--- config.mk ---
export PLATFORM = sky130hd
export DESIGN_NAME = mem_stage_lsu
export DESIGN_NICKNAME = d
export VERILOG_FILES = /design/src/rtl/mem_pkg.sv /design/src/rtl/mem_load_align.sv /design/src/rtl/mem_stage_lsu.sv
export SDC_FILE = /design/constraint.sdc
export NUM_CORES = 1
export LEC_CHECK = 0
export BUFFER_PORTS_ARGS = -buffer_cell sky130_fd_sc_hd__buf_2
export CAP_MARGIN = 20
export CORE_ASPECT_RATIO = 1.1
export CORE_MARGIN = 3
export CORE_UTILIZATION = 28
export DETAILED_ROUTE_END_ITERATION = 12
export GPL_TIMING_DRIVEN = 0
export HOLD_SLACK_MARGIN = 0.02
export SLEW_MARGIN = 20
export SYNTH_ARGS = -nofsm -noshare
export SYNTH_HDL_FRONTEND = slang
export SYNTH_SLANG_ARGS = --single-unit
--- constraint.sdc ---
create_clock -name clk -period 2.3 [get_ports clk]
set_input_delay 0.23 -clock clk [delete_from_list [all_inputs] [get_ports clk]]
set_output_delay 0.23 -clock clk [all_outputs]
set_load 0.01 [all_outputs]
--- src/rtl/mem_pkg.sv ---
// mem_pkg: shared types and constants for the memory-stage load/store unit
package mem_pkg;
    localparam int WORD_LEN = 32;
    typedef enum logic {IDLE, WAIT} lsu_state_t;
    localparam logic [2:0] F3_B  = 3'b000;
    localparam logic [2:0] F3_H  = 3'b001;
    localparam logic [2:0] F3_W  = 3'b010;
    localparam logic [2:0] F3_BU = 3'b100;
    localparam logic [2:0] F3_HU = 3'b101;
    typedef struct packed {
        logic                we;
        logic [WORD_LEN-1:0] addr;
        logic [WORD_LEN-1:0] wdata;
        logic [3:0]          be;
        logic [2:0]          f3;
        logic [1:0]          off;
    } lsu_req_t;
endpackage

--- src/rtl/mem_load_align.sv ---
// mem_load_align: selects the addressed byte/half of a read word and extends it
module mem_load_align import mem_pkg::*; (
    input  logic [WORD_LEN-1:0] rdata,
    input  logic [1:0]          off,
    input  logic [2:0]          funct3,
    output logic [WORD_LEN-1:0] data
);
    logic [7:0]  b;
    logic [15:0] h;
    // pick the lane, then sign- or zero-extend by funct3
    always_comb begin
        b = rdata[{off, 3'b000} +: 8];
        h = off[1] ? rdata[31:16] : rdata[15:0];
        data = funct3 == F3_B  ? {{24{b[7]}}, b} :
               funct3 == F3_BU ? {24'h0, b} :
               funct3 == F3_H  ? {{16{h[15]}}, h} :
               funct3 == F3_HU ? {16'h0, h} : rdata;
    end
endmodule

--- src/rtl/mem_stage_lsu.sv ---
// mem_stage_lsu: memory-stage load/store unit with ready/req data port and timeout
module mem_stage_lsu import mem_pkg::*; #(
    parameter int TIMEOUT_CYCLES = 16,
    parameter int CNT_W          = 5
) (
    input  logic                clk,
    input  logic                Reset,
    input  logic                Reg_W_En,
    input  logic                Mem_R_En,
    input  logic                Mem_W_En,
    input  logic [1:0]          WBsel,
    input  logic [WORD_LEN-1:0] rd2,
    input  logic [WORD_LEN-1:0] PCplus4,
    input  logic [WORD_LEN-1:0] ALURes,
    input  logic [WORD_LEN-1:0] Instruction,
    output logic                dmem_req,
    output logic                dmem_we,
    output logic [WORD_LEN-1:0] dmem_addr,
    output logic [WORD_LEN-1:0] dmem_wdata,
    output logic [3:0]          dmem_be,
    input  logic                dmem_ready,
    input  logic [WORD_LEN-1:0] dmem_rdata,
    output logic                mem_stall,
    output logic                mem_err,
    output logic                Reg_W_En_OUT,
    output logic [1:0]          WBsel_OUT,
    output logic [WORD_LEN-1:0] MemData_OUT,
    output logic [WORD_LEN-1:0] ALURes_OUT,
    output logic [WORD_LEN-1:0] PCplus4_OUT,
    output logic [WORD_LEN-1:0] Instruction_OUT
);
    lsu_state_t          state, state_nx;
    logic [CNT_W-1:0]    cnt;
    lsu_req_t            lat, nreq, cur;
    logic [2:0]          f3;
    logic [1:0]          off;
    logic                acc, bad, req, done, err, stall;
    logic [WORD_LEN-1:0] ld;
    assign f3   = Instruction[14:12];
    assign off  = ALURes[1:0];
    assign acc  = Mem_R_En || Mem_W_En;
    assign bad  = (Mem_R_En && Mem_W_En) || (f3[1:0] == 2'b10 && off != 2'b00) || (f3[1:0] == 2'b01 && off[0]);
    assign nreq = '{we: Mem_W_En, addr: {ALURes[31:2], 2'b00},
                    wdata: f3[1:0] == 2'b00 ? {4{rd2[7:0]}} : f3[1:0] == 2'b01 ? {2{rd2[15:0]}} : rd2,
                    be: f3[1:0] == 2'b00 ? 4'b0001 << off : f3[1:0] == 2'b01 ? 4'b0011 << off : 4'hF,
                    f3: f3, off: off};
    // next state and port handshake: fresh access in IDLE, latched copy while waiting
    always_comb begin
        state_nx = state;
        cur      = nreq;
        req      = 1'b0;
        done     = 1'b0;
        err      = 1'b0;
        stall    = 1'b0;
        if (state == IDLE) begin
            if (acc && bad) begin
                err = 1'b1;
            end else if (acc) begin
                req = 1'b1;
                if (dmem_ready) begin
                    done = 1'b1;
                end else begin
                    stall    = 1'b1;
                    state_nx = WAIT;
                end
            end
        end else begin
            cur = lat;
            if (dmem_ready) begin
                req      = 1'b1;
                done     = 1'b1;
                state_nx = IDLE;
            end else if (cnt == CNT_W'(TIMEOUT_CYCLES - 1)) begin
                err      = 1'b1;
                state_nx = IDLE;
            end else begin
                req   = 1'b1;
                stall = 1'b1;
            end
        end
        if (Reset) begin
            req      = 1'b0;
            done     = 1'b0;
            err      = 1'b0;
            stall    = 1'b0;
            state_nx = IDLE;
        end
    end
    // state, wait counter and the request copy captured when memory is not ready
    always_ff @(posedge clk) begin
        if (Reset) begin
            state <= IDLE;
            cnt   <= '0;
            lat   <= '0;
        end else begin
            state <= state_nx;
            cnt   <= state == WAIT ? cnt + 1'b1 : '0;
            lat   <= (state == IDLE && stall) ? nreq : lat;
        end
    end
    mem_load_align u_align (
        .rdata  (dmem_rdata),
        .off    (cur.off),
        .funct3 (cur.f3),
        .data   (ld)
    );
    assign dmem_req        = req;
    assign dmem_we         = req && cur.we;
    assign dmem_addr       = req ? cur.addr : '0;
    assign dmem_wdata      = req ? cur.wdata : '0;
    assign dmem_be         = req ? cur.be : '0;
    assign mem_stall       = stall;
    assign mem_err         = err;
    assign Reg_W_En_OUT    = !Reset && Reg_W_En && !stall && !err;
    assign WBsel_OUT       = Reset ? '0 : WBsel;
    assign MemData_OUT     = (done && !cur.we) ? ld : '0;
    assign ALURes_OUT      = Reset ? '0 : ALURes;
    assign PCplus4_OUT     = Reset ? '0 : PCplus4;
    assign Instruction_OUT = (Reset || stall) ? '0 : Instruction;
endmodule

[Yosys cells after proc, flatten, opt, wreduce, memory -nomap -nowiden]
Cells that the tools add are included.
Word-level totals
  memories: 0
  register bits after elaboration: 78
  memory bits (writable): 0
  bits in read-only memories: 0
  bits in latches: 0
Cells by class
  magnitude comparators: 0
  $mul: 0
  muxes and demuxes: 40
  shift-type cells: 3
  reductions and logical operators: 22
  eq/ne operators: 6
  bitwise gates (word level): 1
  divide/modulo/power cells: 0
  add/sub/neg operators: 1
Operators by type and width (count)
  $mux 32: 12
  $mux 74: 1
  $shiftx 32x6->8: 1
  $mux 1: 22
  $mux 16: 1
  $mux 4: 3
  $logic_and 1x1->1: 10
  $eq 3x3->1 const B: 2
  $add 5x1->5 const B: 1
  $eq 5x4->1 const B: 1
  $logic_not 1->1: 4
  $logic_or 1x1->1: 4
  $shl 1x2->4 const A: 1
  $shl 2x2->4 const A: 1
  $eq 3x1->1 const B: 1
  $logic_not 3->1: 1
  $eq 2x1->1 const B: 1
  $eq 2x2->1 const B: 1
  $logic_not 2->1: 1
  $mux 2: 1
  $reduce_bool 2->1: 1
  $reduce_or 2->1: 1
  $not 1->1: 1

[Logic depth before layout (Yosys ltp)]
  depth in word-level cells: 11
  gate-level depth with buffers: 8

[Hierarchy]
A second synthesis with hierarchy kept.
Second synthesis, totals
  cells, all modules: 862
  area, all modules: 6134.6 um2
By module, submodules not included
  mem_stage_lsu: seq. area each 1561.5 um2, cells each 735, area an instance 5203.7 um2, times used 1
  mem_load_align: seq. area each 0.0 um2, cells each 127, area an instance 930.9 um2, times used 1

[Least setup slack after synthesis]
OpenSTA, ideal clock, no wires.
  kind: reg2out
  start: reg state
  end: out MemData_OUT[19]
  stages on the path, launching flop included: 7
  data required time: 2.070 ns
  data arrival time: 1.745 ns
  path slack: 0.325 ns
  path through: dfxtp_1 buf_6 mux2i_4 mux2_4 o221ai_2 buf_2 o22ai_1
Between the ends
  cells in the longest elaborated chain, start to end: 7
  elaborated cells on any way between the ends: 16
  those cells by class: eq/ne (3); shift (1); mux (9); reduce/logical (3)
Ends and longest elaborated chain
  start: declaration: RTL line mem_stage_lsu.sv:32  | lsu_state_t state, state_nx;
  start signal: assignment: RTL line mem_stage_lsu.sv:96  | state <= state_nx;
  parallel branches: the longest is 6 deep, another holds $mux 74
  $mux 32 (*): RTL line mem_stage_lsu.sv:116  | assign MemData_OUT = (done && !cur.we) ? ld : '0;
  end: declaration: RTL line mem_stage_lsu.sv:27  | output logic [WORD_LEN-1:0] MemData_OUT,
Mark *: on every way between the ends.

[Worst setup path in the final report]
Same ends and word-level chain as after synthesis.

==> metrics.csv <==
stage,metric,value,unit
run_status,status,finished with violations,
run_status,violated checks,setup timing,
yosys,Synth async-reset ratio,0,%
route,antenna-violating nets left,0,
place,Post-DP Area,8420,um2
yosys,syn avg cell area,7.36,um2
finish,Fill cells,2211,
yosys,Synth area leaders,"dfxtp_1 25%, mux2i_1 14%, nand3_1 10%, nor2b_1 6.9%, nor2_1 5.5%",
route,DRT iter0 DRCs,528,
power_and_ir_drop,Total Power,4.81,mW
yosys,Post-Syn Area,6220,um2
yosys,"area leader, netlist",dfxtp_1,
timing,unrepaired setup endpoints after global routing,true,
die,Placement Rows,56,
global_route,vias in the first global route,7444,
route,Detailed Route WL,28100,um
worst_setup_path,Worst setup startpoint,state,
die,DIE WIDTH,148,um
finish,multi-input logic area,4700,um2
place,Inst Count DP,1502,
clock_network,H-tree levels,3,
worst_setup_path,CP required,2.07,ns
timing,setup tns final,-0.682,ns
finish,ratio of cells with drive above 1 in the final layout,45.1,%
finish,post-route insts no fill,1547,
worst_setup_path,Critical R2R Launch,state,
finish,Finished Cell Area,9950,um2
clock_network,Hold Buf Count CTS,0,
finish,nets,1425,
yosys,Synth top area share,25.1,%
timing,fin crit share,102,%
die,Die H,162,um
worst_setup_path,worst-path cell chain,buf_6 -> mux2i_4 -> mux2_4 -> o221ai_4 -> buf_6 -> o22ai_1 -> buf_2,
worst_hold_path,Worst Hold Class,in -> reg,
finish,Layout area overhead,59.9,%
yosys,number of flops mapped to enable cells by yosys,0,
yosys,"Distinct cells, synth",55,
timing,setup ws final,-0.0504,ns
die,full die area,24000,um2
yosys,sequential share of the synthesized area,25.1,%
clock_network,worst skew pair latency,0.35,ns
timing,Min Hold Slack,0.115,ns
power_and_ir_drop,worst vdd ir,0.412,mV
clock_network,Sink Count,78,
clock_network,CTS tree,built,
die,Initial Util,28.8,%
global_route,first-pass GRT wire length,41400,um
timing,final hold viol count,0,
clock_network,CTS Buf Count,9,
yosys,Synth Instances,845,
global_route,initial antenna violation count,0,
place,DP Wirelength,21200,um
die,Floorplan Core Area,21600,um2
place,buffers added on ports,366,
route,DR WL/cell,18.2,um
timing,Slew headroom,53.9,%
global_route,largest net degree at the start of global routing,15,
yosys,Post-synth top flop,dfxtp_1,
timing,endpoints failing setup,33,
yosys,number of synthesized register bits,78,
yosys,count of warnings emitted by yosys,0,
route,drt pass-1 iters,5,
die,Top Ports,371,
worst_setup_path,WS Path Type,reg -> out,
clock_network,CTS max path bufs,2,
worst_setup_path,"slowest stage delay, CP",0.37,ns
yosys,most instantiated cells after synthesis,"129 x nand3_1, 91 x nor2_1, 86 x mux2i_1",
route,DR vias,7817,
finish,utilization after layout,46.1,%
clock_network,Worst-path clk slew,0.07,ns
clock_network,CTS Root Buffer Type,clkbuf_16,
power_and_ir_drop,Static Leak,4.78,nW
route,vias per cell,5.05,
power_and_ir_drop,power per cell area,484,nW/um2
route,# DRC,0,
finish,Register Area,1570,um2
global_route,Tot GR Track Use,21.4,%
timing,clk_skew,0.00836,ns
timing,crit path time final,2.35,ns
timing,Max Slew Vio Count,0,
worst_hold_path,hold path start,ALURes[4],
global_route,total grt overflow,0,
worst_setup_path,startpoint types,flop,
worst_setup_path,Setup crit end kind,primary output,
place,Setup WS pre-CTS,-0.640,ns
yosys,most numerous cell in the Yosys netlist,nand3_1,
timing,maximum clock frequency,0.425,GHz
timing,Tightest Pin Transition,0.691,ns
worst_setup_path,Worst Path Max Fanout,10,
place,global placement routability congestion,0.908,
worst_setup_path,Crit path top cell by count,buf_6,
run,maxcap violations,0,
worst_setup_path,WP data arrival,2.12,ns
worst_setup_path,Crit-path slowest cell,mux2_4,
-- area by class of cell --
cell class | instances | share of cell area [%]
multi-input cells | 676 | 47.2
repair buffers | 396 | 23.5
flip-flops and latches | 78 | 15.7
plain buffers | 82 | 6.33
well taps | 290 | 3.65
clock buffers | 10 | 2.30
clock inverters | 6 | 0.931
inverters | 8 | 0.302
diodes | 1 | 0.0252
-- critical path, delay by kind of cell (launching register included) --
kind	cells	cell delay (ns)
multiplexers	2	0.62
buffers and inverters	3	0.47
AO/OA/AOI/OAI	2	0.37
flip-flops	1	0.32
-- state kept, by name (all words and copies together), names as in the netlist --
name   count
state      1
cnt        5
lat       72
-- where the power goes --
part | internal [mW] | switching [mW] | total [mW]
logic | 0.790 | 0.964 | 1.75
registers | 1.43 | 0.0431 | 1.47
clock network | 0.960 | 0.629 | 1.59
-- cell families (layout without fill, tap and decap cells) --
kind of cell	count (synthesis)	in the layout	synth area share, %
adders and majority gates	6	6	1.21
and+or+nand+nor	429	429	34.9
AOI/OAI and AO/OA	139	139	14.5
other	1	3	0.0603
DFF	78	78	25.1
xor gates and xnor gates	3	3	0.422
muxes	97	97	16.3
buffers and inverters	92	502	7.54
-- per-layer routing --
layer,up-vias,global-route usage [%],part of all wire (%)
met5,-,0,0
met4,0,8.06,3.1
met3,59,3.81,6.6
met2,353,35.6,48
met1,3648,27.8,42
li1,3757,-,-
-- cells in the final DEF, fill, tap and decap left out, drive strengths merged, types with 11 or more instances in the layout --
cell,instances
nand3,129
nor2,91
buf,436
o21ai,41
nand2,74
nor2b,69
clkbuf,52
dfxtp,78
mux2i,88
a211oi,20
and2,32
a22oi,16
o21a,11
o22ai,16
a21oi,19
-- final timing paths --
kind,end,slack [ns],cells after the start
worst max-delay path,MemData_OUT[19],-0.05,7
worst min-delay path,lat[45],0.12,3
worst max register to register,lat[3],0.41,8
worst min register to register,lat[67],0.45,2
-- what timing repair did --
item	in CTS	in global routing
pin swaps	10	33
gates cloned	2	2
gates resized for setup	142	110
setup endpoints to repair	142	130
setup buffers	19	7
Note: power is estimated with default switching activity, not from simulation.
